## config.mk

```make
export PLATFORM = sky130hd
export DESIGN_NAME = clock_supervisor_flat
export DESIGN_NICKNAME = d
export VERILOG_FILES = /design/src/rtl/clock_supervisor_if.sv /design/src/rtl/clock_supervisor.sv /design/src/flat_wrapper.sv
export SDC_FILE = /design/constraint.sdc
export NUM_CORES = 1
export LEC_CHECK = 0
export CAP_MARGIN = 10
export CORE_ASPECT_RATIO = 1.1
export CORE_MARGIN = 1.5
export CORE_UTILIZATION = 58
export CTS_BUF_LIST = sky130_fd_sc_hd__clkbuf_16
export DETAILED_ROUTE_END_ITERATION = 10
export PLACE_DENSITY = 0.81
export SYNTH_ARGS = -nofsm -noshare
export SYNTH_HDL_FRONTEND = slang
export SYNTH_SLANG_ARGS = --single-unit
```

## constraint.sdc

```tcl
create_clock -name clock -period 3.6 [get_ports clock]
set_input_delay 0.72 -clock clock [delete_from_list [all_inputs] [get_ports clock]]
set_output_delay 0.72 -clock clock [all_outputs]
set_load 0.05 [all_outputs]
```

## src/rtl/clock_supervisor_if.sv

```systemverilog
// rtl/clock_supervisor_if.sv - DCM supervisor lock/enable/status bundle
interface clock_supervisor_if #(
    parameter int Channels = 4,
    parameter int DivWidth = 8
);
    logic                         dcm_locked;
    logic [Channels*DivWidth-1:0] divisors;
    logic                         dcm_reset;
    logic                         sys_reset;
    logic                         ready;
    logic                         failed;
    logic [7:0]                   retry_count;
    logic [15:0]                  lock_losses;
    logic [Channels-1:0]          clock_en;

    // Supervisor side: consumes lock and divisors, drives resets, status and enables.
    modport slave (
        input  dcm_locked, divisors,
        output dcm_reset, sys_reset, ready, failed, retry_count, lock_losses, clock_en
    );

    // Environment side: the DCM and the divisor source.
    modport master (
        output dcm_locked, divisors,
        input  dcm_reset, sys_reset, ready, failed, retry_count, lock_losses, clock_en
    );
endinterface

```

## src/rtl/clock_supervisor.sv

```systemverilog
// rtl/clock_supervisor.sv - DCM lock supervisor and clock-enable generator
module clock_supervisor #(
    parameter int Channels       = 4,
    parameter int DivWidth       = 8,
    parameter int DcmResetCycles = 4,
    parameter int LockTimeout    = 1000,
    parameter int StableCycles   = 16,
    parameter int MaxRetries     = 3
) (
    input  logic               clock,
    input  logic               reset,
    clock_supervisor_if.slave  bus
);

    typedef enum logic [2:0] {
        DCMRST   = 3'd0,
        WAITLOCK = 3'd1,
        STABLE   = 3'd2,
        RUN      = 3'd3,
        FAIL     = 3'd4
    } state_t;

    localparam logic [15:0] DcmRstLast = 16'(DcmResetCycles - 1);
    localparam logic [15:0] LockLast   = 16'(LockTimeout - 1);
    localparam logic [15:0] StableLast = 16'(StableCycles - 1);
    localparam logic [7:0]  RetryLimit = 8'(MaxRetries);

    state_t        state_q, state_d;
    logic [15:0]   timer_q, timer_d;
    logic [7:0]    retry_q, retry_d;
    logic [15:0]   losses_q, losses_d;
    logic [1:0]    sync_q;
    logic          locked_s;

    logic [DivWidth-1:0] cnt_q [Channels];
    logic [DivWidth-1:0] cnt_d [Channels];
    logic [DivWidth-1:0] div_q [Channels];
    logic [DivWidth-1:0] div_d [Channels];

    // Terminal count of a channel: divisors 0 and 1 both mean "every cycle".
    function automatic logic [DivWidth-1:0] last_of(input logic [DivWidth-1:0] d);
        return (d == '0) ? '0 : d - DivWidth'(1);
    endfunction

    assign locked_s = sync_q[1];

    // Two-flop synchronizer bringing the asynchronous LOCKED into the clock domain.
    always_ff @(posedge clock or negedge reset) begin
        if (!reset) begin
            sync_q <= '0;
        end else begin
            sync_q <= {sync_q[0], bus.dcm_locked};
        end
    end

    // Supervisor state, shared timer, retry and lock-loss counters.
    always_ff @(posedge clock or negedge reset) begin
        if (!reset) begin
            state_q  <= DCMRST;
            timer_q  <= '0;
            retry_q  <= '0;
            losses_q <= '0;
        end else begin
            state_q  <= state_d;
            timer_q  <= timer_d;
            retry_q  <= retry_d;
            losses_q <= losses_d;
        end
    end

    // Next-state logic; the timer restarts on every state change and idles in RUN/FAIL.
    always_comb begin
        state_d  = state_q;
        timer_d  = (state_q == RUN || state_q == FAIL) ? timer_q : timer_q + 16'd1;
        retry_d  = retry_q;
        losses_d = losses_q;
        case (state_q)
            DCMRST: begin
                if (timer_q == DcmRstLast) state_d = WAITLOCK;
            end
            WAITLOCK: begin
                if (locked_s) begin
                    state_d = STABLE;
                end else if (timer_q == LockLast) begin
                    if (retry_q == RetryLimit) begin
                        state_d = FAIL;
                    end else begin
                        retry_d = retry_q + 8'd1;
                        state_d = DCMRST;
                    end
                end
            end
            STABLE: begin
                if (!locked_s) begin
                    state_d = WAITLOCK;
                end else if (timer_q == StableLast) begin
                    state_d = RUN;
                end
            end
            RUN: begin
                if (!locked_s) begin
                    losses_d = (losses_q == 16'hFFFF) ? losses_q : losses_q + 16'd1;
                    retry_d  = '0;
                    state_d  = DCMRST;
                end
            end
            FAIL: begin
                state_d = FAIL;
            end
            default: begin
                state_d = DCMRST;
            end
        endcase
        if (state_d != state_q) timer_d = '0;
    end

    // Per-channel divider state; divisors are sampled at RUN entry and at each wrap.
    always_ff @(posedge clock or negedge reset) begin
        if (!reset) begin
            for (int i = 0; i < Channels; i++) begin
                cnt_q[i] <= '0;
                div_q[i] <= '0;
            end
        end else begin
            cnt_q <= cnt_d;
            div_q <= div_d;
        end
    end

    // Divider next state: counters sit at zero outside RUN so entry is phase-aligned.
    always_comb begin
        for (int i = 0; i < Channels; i++) begin
            cnt_d[i] = '0;
            div_d[i] = div_q[i];
            if (state_q != RUN && state_d == RUN) begin
                div_d[i] = bus.divisors[i*DivWidth +: DivWidth];
            end else if (state_q == RUN && state_d == RUN) begin
                if (cnt_q[i] == last_of(div_q[i])) begin
                    div_d[i] = bus.divisors[i*DivWidth +: DivWidth];
                end else begin
                    cnt_d[i] = cnt_q[i] + DivWidth'(1);
                end
            end
        end
    end

    // Outputs decoded purely from registered state and counters.
    always_comb begin
        bus.dcm_reset   = (state_q == DCMRST);
        bus.sys_reset   = (state_q != RUN);
        bus.ready       = (state_q == RUN);
        bus.failed      = (state_q == FAIL);
        bus.retry_count = retry_q;
        bus.lock_losses = losses_q;
        bus.clock_en    = '0;
        for (int i = 0; i < Channels; i++) begin
            bus.clock_en[i] = (state_q == RUN) && (cnt_q[i] == '0);
        end
    end

endmodule

```

## src/flat_wrapper.sv

```systemverilog
// flat-port wrapper written by rule: the top's interface ports become plain ports
module clock_supervisor_flat 
#(
    parameter int Channels       = 4,
    parameter int DivWidth       = 8,
    parameter int DcmResetCycles = 4,
    parameter int LockTimeout    = 1000,
    parameter int StableCycles   = 16,
    parameter int MaxRetries     = 3
)
  (clock, reset, bus_dcm_locked, bus_divisors, bus_dcm_reset, bus_sys_reset, bus_ready, bus_failed, bus_retry_count, bus_lock_losses, bus_clock_en);
  clock_supervisor_if #(.Channels(Channels), .DivWidth(DivWidth)) bus_i ();
  input  logic clock;
  input  logic reset;
  input wire logic [$bits(bus_i.dcm_locked)-1:0] bus_dcm_locked;
  input wire logic [$bits(bus_i.divisors)-1:0] bus_divisors;
  output wire logic [$bits(bus_i.dcm_reset)-1:0] bus_dcm_reset;
  output wire logic [$bits(bus_i.sys_reset)-1:0] bus_sys_reset;
  output wire logic [$bits(bus_i.ready)-1:0] bus_ready;
  output wire logic [$bits(bus_i.failed)-1:0] bus_failed;
  output wire logic [$bits(bus_i.retry_count)-1:0] bus_retry_count;
  output wire logic [$bits(bus_i.lock_losses)-1:0] bus_lock_losses;
  output wire logic [$bits(bus_i.clock_en)-1:0] bus_clock_en;
  assign bus_i.dcm_locked = bus_dcm_locked;
  assign bus_i.divisors = bus_divisors;
  assign bus_dcm_reset = bus_i.dcm_reset;
  assign bus_sys_reset = bus_i.sys_reset;
  assign bus_ready = bus_i.ready;
  assign bus_failed = bus_i.failed;
  assign bus_retry_count = bus_i.retry_count;
  assign bus_lock_losses = bus_i.lock_losses;
  assign bus_clock_en = bus_i.clock_en;
  clock_supervisor #(.Channels(Channels), .DivWidth(DivWidth), .DcmResetCycles(DcmResetCycles), .LockTimeout(LockTimeout), .StableCycles(StableCycles), .MaxRetries(MaxRetries)) u_core (.clock(clock), .reset(reset), .bus(bus_i));
endmodule
```

# After elaboration in Yosys (flattened, before gate mapping)
# Index checks and enable logic that the tools add are counted.
classes:
  addsub: 11
  eq_ne: 21
  mux: 43
  bitwise: 2
  reduce_logical: 28
op_table:
  columns: ["cell", "count"]
  rows:
  - ["8-bit 2-to-1 mux", 32]
  - ["8-bit logical NOT", 8]
  - ["8-bit by 1-bit adder with 8-bit output (second input constant)", 5]
  - ["16-bit by 1-bit adder with 16-bit output (second input constant)", 2]
  - ["8-bit equality test", 4]
  - ["16-bit 2-to-1 mux", 2]
  - ["8-bit by 1-bit subtractor with 8-bit output (second input constant)", 4]
  - ["3-bit 2-to-1 mux", 7]
  - ["16-bit by 10-bit equality test with 1-bit output (second input constant)", 1]
  - ["16-bit equality test (second input constant)", 1]
  - ["16-bit by 2-bit equality test with 1-bit output (second input constant)", 1]
  - ["16-bit by 4-bit equality test with 1-bit output (second input constant)", 1]
  - ["8-bit one-hot mux with 2 select lines", 1]
  - ["3-bit one-hot mux with 5 select lines", 1]
  - ["2-bit nonzero test", 6]
  - ["3-bit by 2-bit equality test with 1-bit output (second input constant)", 3]
  - ["8-bit by 2-bit equality test with 1-bit output (second input constant)", 1]
  - ["2-bit != test (second input constant)", 4]
  - ["2-bit AND reduction", 4]
  - ["1-bit logical AND", 6]
  - ["5-bit AND reduction", 1]
  - ["3-bit by 1-bit equality test with 1-bit output (second input constant)", 1]
  - ["3-bit equality test (second input constant)", 1]
  - ["3-bit logical NOT", 1]
  - ["6 further kinds", 7]
word_totals:
  register_bits: 109
  out_inout_bits: 32

# Longest topological paths before layout
depth:
  ltp_word: 9
  depth_mapped: 12
  ltp_nobuf: 8

# Worst setup path after synthesis
# No wires, ideal clock.
synth_timing:
  kind: "register to output"
  from: "register u_core.state_q[0]"
  to: "output port bus_clock_en[1]"
  t_arrival_ns: 3.261
  t_required_ns: 2.880
  path_slack_ns: -0.381
  stages_incl_launch_ff: 7
  cell_sequence: "dfrtp_1 nor2b_1 nand2_1 inv_2 buf_1 nand2_1 nor4_1"
synth_between:
  elab_chain_len: 2
synth_lines:
  columns: ["item", "line", "text"]
  rows:
  - ["start, declared", "clock_supervisor.sv:28", "state_t state_q, state_d;"]
  - ["start signal, assigned", "clock_supervisor.sv:64", "state_q <= state_d;"]
  - ["3-bit by 2-bit equality test with 1-bit output", null, null]
  - ["via bus_ready", "flat_wrapper.sv:19", "output wire logic [$bits(bus_i.ready)-1:0] bus_ready;"]
  - ["1-bit logical AND", "clock_supervisor.sv:157", "bus.clock_en[i] = (state_q == RUN) && (cnt_q[i] == '0);"]
  - ["end, declared", "flat_wrapper.sv:23", "output wire logic [$bits(bus_i.clock_en)-1:0] bus_clock_en;"]
# The timed path passes the listed nets, and every way through them passes these cells.

# Worst setup path in the final report
layout_timing:
  from: "register u_core.div_q[16] (netlist name)"
  to: "register u_core.div_q[18] (netlist name)"
layout_between:
  elab_chain_len: 5
  elab_cells_between_ends: 6
layout_lines:
  columns: ["item", "line", "text"]
  rows:
  - ["start, declared", "clock_supervisor.sv:37", "logic [DivWidth-1:0] div_q [Channels];"]
  - ["start signal, assigned", "clock_supervisor.sv:126", "div_q <= div_d;"]
  - ["8-bit by 1-bit subtractor with 8-bit output / 8-bit logical NOT (equally long branches)", "clock_supervisor.sv:42", "return (d == '0) ? '0 : d - DivWidth'(1);"]
  - ["8-bit 2-to-1 mux (*)", "clock_supervisor.sv:42", null]
  - ["8-bit equality test (*)", "clock_supervisor.sv:138", "if (cnt_q[i] == last_of(div_q[i])) begin"]
  - ["2-bit nonzero test (no source line) (*)", null, null]
  - ["2-bit AND reduction (no source line) (*)", null, null]
# Mark *: on every way between the ends. The rest lies on a longest branch, timed or not.
# A chain may end at the register's enable or synchronous reset.

==> summary.md <==
| Metric | Value |
|---|---|
| Status | `finished clean` |
| Dpl cells | `976` |
| Initial antenna violation count | `0` |
| Period minus WS final | `3240 ps` |
| Fin crit share | `89.9%` |
| RSZ-0062 raised after global routing | `false` |
| Number of synthesized register bits | `109` |
| Critical-path cell list | `inv_1, ha_1, nor3b_1, xor2_1, or4_1, a311oi_2, buf_4, and2_1, a311o_1` |
| Design area | `0.00814 mm^2` |
| Worst-path clk slew | `70 ps` |
| Die footprint | `0.0129 mm^2` |
| Crit path launch type | `register` |
| Clock latency on the worst-skew pair | `350 ps` |
| Area growth syn-to-layout | `14.9%` |
| Synth Instances | `791` |
| Ratio of cells with drive above 1 in the final layout | `8.50%` |
| Worst clock skew | `11.6 ps` |
| Drt total wl | `16.5 mm` |
| CTS tree | `done` |
| Largest net degree at the start of global routing | `58` |
| Final Hold Viols | `0` |
| Placed standard-cell area | `0.00787 mm^2` |
| Critical path's slowest cell | `and2_1` |
| Buffers plus inverters on the worst setup path | `2` |
| CTS Hold Bufs | `0` |
| Top cell type's share of synthesized area | `38.5%` |
| Mapped Area | `0.00709 mm^2` |
| Slew headroom | `43.6%` |
| Endpoints failing setup | `0` |
| # IOs | `67` |
| Max cap viols | `0` |
| Final Max Slew Viols | `0` |
| Pre-CTS WS | `398 ps` |
| Critical Path End Type | `register` |
| Main synth FF type | `dfrtp_1` |
| Initial Util | `59.1%` |
| Diodes inserted | `0` |
| Sequential element share of the synthesized area | `38.5%` |
| Detail Route Antenna Nets | `0` |
| CP required | `3890 ps` |
| DR vias | `6197` |
| Total Routing Usage GR | `27.4%` |
| CP arrival | `3520 ps` |
| Final setup TNS | `0 ps` |
| Final WS setup | `364 ps` |
| Synth area leader | `dfrtp_1` |
| Vias in the first global route | `5987` |
| Post-DR wirelength/cell | `16.7 um` |
| Nets | `883` |
| CP max FO | `16` |
| CP max stage delay | `530 ps` |
| Vias per cell | `6.27` |
| Detailed Place HPWL | `11.7 mm` |
| EDFF count, synth | `0` |
| Syn Area/Cell | `8.96 um^2` |
| HP Class | `reg2reg` |
| Kind of critical path | `reg2reg` |
| Synth area leaders | `dfrtp_1 38%, xnor2_1 5.6%, nand2_1 4.9%, xor2_1 4.2%, nand3_1 3.6%` |
| Die Span X | `108 um` |
| GRT Residual Overflow | `0` |
| First-pass GRT wire length | `28.4 mm` |
| Pwr dens | `522 mW/mm^2` |
| CTS Buffer Depth | `2` |
| # port buffers | `66` |
| Post-synth cell types | `73` |
| Gpl congestion | `0.927` |
| Count of clock tree sinks | `109` |
| DRC errors left | `0` |
| Fmax | `309 MHz` |
| DRT Pass-1 Iters | `5` |
| Root buf cell | `clkbuf_16` |
| Max VDD drop | `0.466 mV` |
| CORE AREA | `0.0120 mm^2` |
| Initial DRC count | `478` |
| H-tree depth | `3` |
| Post-CTS Setup Inserts | `0` |
| Leakage Power | `0.00324 uW` |
| Worst-margin pin slew | `843 ps` |
| Synth warn | `0` |
| Final Core Density | `68.0%` |
| Cell family with most CP delay | `simple AND/OR/NAND/NOR gates` |
| Post-cts sizing count | `0` |
| Die height | `119 um` |
| Mapped Nets | `841` |
| Post-synth ARST share | `100%` |
| Fin cells | `989` |
| Num CTS Buffers | `9` |
| # rows | `42` |
==> placed cells by master (no fill, tap or decap), types with 9 or more instances in the layout <==
| cell | count |
|---|---|
| clkdlybuf4s50_1 | 61 |
| a21oi_1 | 25 |
| xor2_1 | 34 |
| nand3_1 | 51 |
| dfrtp_1 | 109 |
| a311o_1 | 15 |
| nor4_1 | 13 |
| nor2_1 | 42 |
| nand2_1 | 93 |
| clkbuf_16 | 9 |
| o21ai_0 | 20 |
| and3_1 | 18 |
| buf_4 | 15 |
| nor3_1 | 40 |
| o221ai_1 | 9 |
| nor3b_1 | 14 |
| xnor2_1 | 45 |
| inv_1 | 29 |
| nand4_1 | 13 |
| ha_1 | 15 |
| or4_1 | 12 |
| a211oi_1 | 18 |
| or3_1 | 9 |
| mux2_2 | 9 |
==> per-stage QoR <==
stage / total power (uW) / hold WS [ps]
after floorplan: 2890 / 331
final: 4250 / 350
after CTS: 4260 / 350
after detailed placement: 3310 / 336
after global routing: 4540 / 356
after global placement: 3220 / 337
==> registers in the layout, summed over array words and instances (netlist names) <==
name and cells:
u_core.cnt_q 32, u_core.state_q 3, u_core.timer_q 16, u_core.sync_q 2, u_core.div_q 32, u_core.bus.retry_count 8, u_core.bus.lock_losses 16
==> cell type report <==
cell class              count  area, um^2
multi-input cells         603        4020
fillers                   961        3840
flip-flops and latches    109        2730
repair buffers             81         823
clock buffers               9         225
well taps                 154         193
inverters                  29         109
clock inverters             4        43.8
==> synth_stat cells (3+ instances only) <==
master / n
o21ai_0: 20
a22oi_1: 6
or3_1: 9
and4_1: 6
nor4_1: 15
clkbuf_1: 35
ha_1: 15
a21oi_1: 25
nand3_1: 51
inv_1: 28
o31ai_1: 5
nor3_1: 40
xnor2_1: 45
buf_1: 4
nor2b_1: 8
o21a_1: 3
nor3b_1: 14
or2_2: 5
and3_1: 18
o221ai_1: 9
mux2_2: 9
nor4b_1: 5
nand2_1: 93
buf_2: 4
or4_1: 12
nor2_1: 42
buf_6: 4
a211oi_1: 18
nand4_1: 13
nand2b_1: 6
dfrtp_1: 109
a311o_1: 15
and2_1: 7
xor2_1: 34
or3b_2: 5
==> path summary, 6_finish.rpt <==
path | start | end | slack [ps] | depth (start not counted)
min in group asynchronous | reset | u_core.div_q[16] | 410 | 1
min reg2reg | u_core.sync_q[0] | u_core.sync_q[1] | 350 | 0
max | u_core.div_q[16] | u_core.div_q[18] | 360 | 9
max in group asynchronous | reset | u_core.div_q[15] | 2450 | 2
min | u_core.sync_q[0] | u_core.sync_q[1] | 350 | 0
max reg2reg | u_core.div_q[16] | u_core.div_q[18] | 360 | 9
==> where the power goes <==
| group | internal [uW] | switching (uW) | leakage, uW |
|---|---|---|---|
| registers | 1440 | 423 | 0.00138 |
| logic | 649 | 791 | 0.00172 |
| clock network | 523 | 422 | 0.000138 |
==> cells by family (layout without fill, tap and decap cells) <==
group | after synthesis | count (layout) | synth area share, %
XOR/XNOR | 80 | 80 | 10.1
flip-flops | 109 | 109 | 38.5
adder cells (fa/ha/maj) | 15 | 15 | 2.65
AO/OA/AOI/OAI | 139 | 139 | 14.9
buffers and inverters | 79 | 123 | 4.98
AND/OR/NAND/NOR | 360 | 360 | 27.4
multiplexers | 9 | 9 | 1.43
==> metal layers <==
metal | up-vias | wire, um | track usage (%)
li1 | 2960 | - | -
met1 | 3012 | 7280 | 36.4
met2 | 191 | 8170 | 44.7
met3 | 34 | 740 | 4.16
met4 | 0 | 358 | 10.9
met5 | - | 0 | 0
Note: power is estimated with default switching activity, not from simulation.
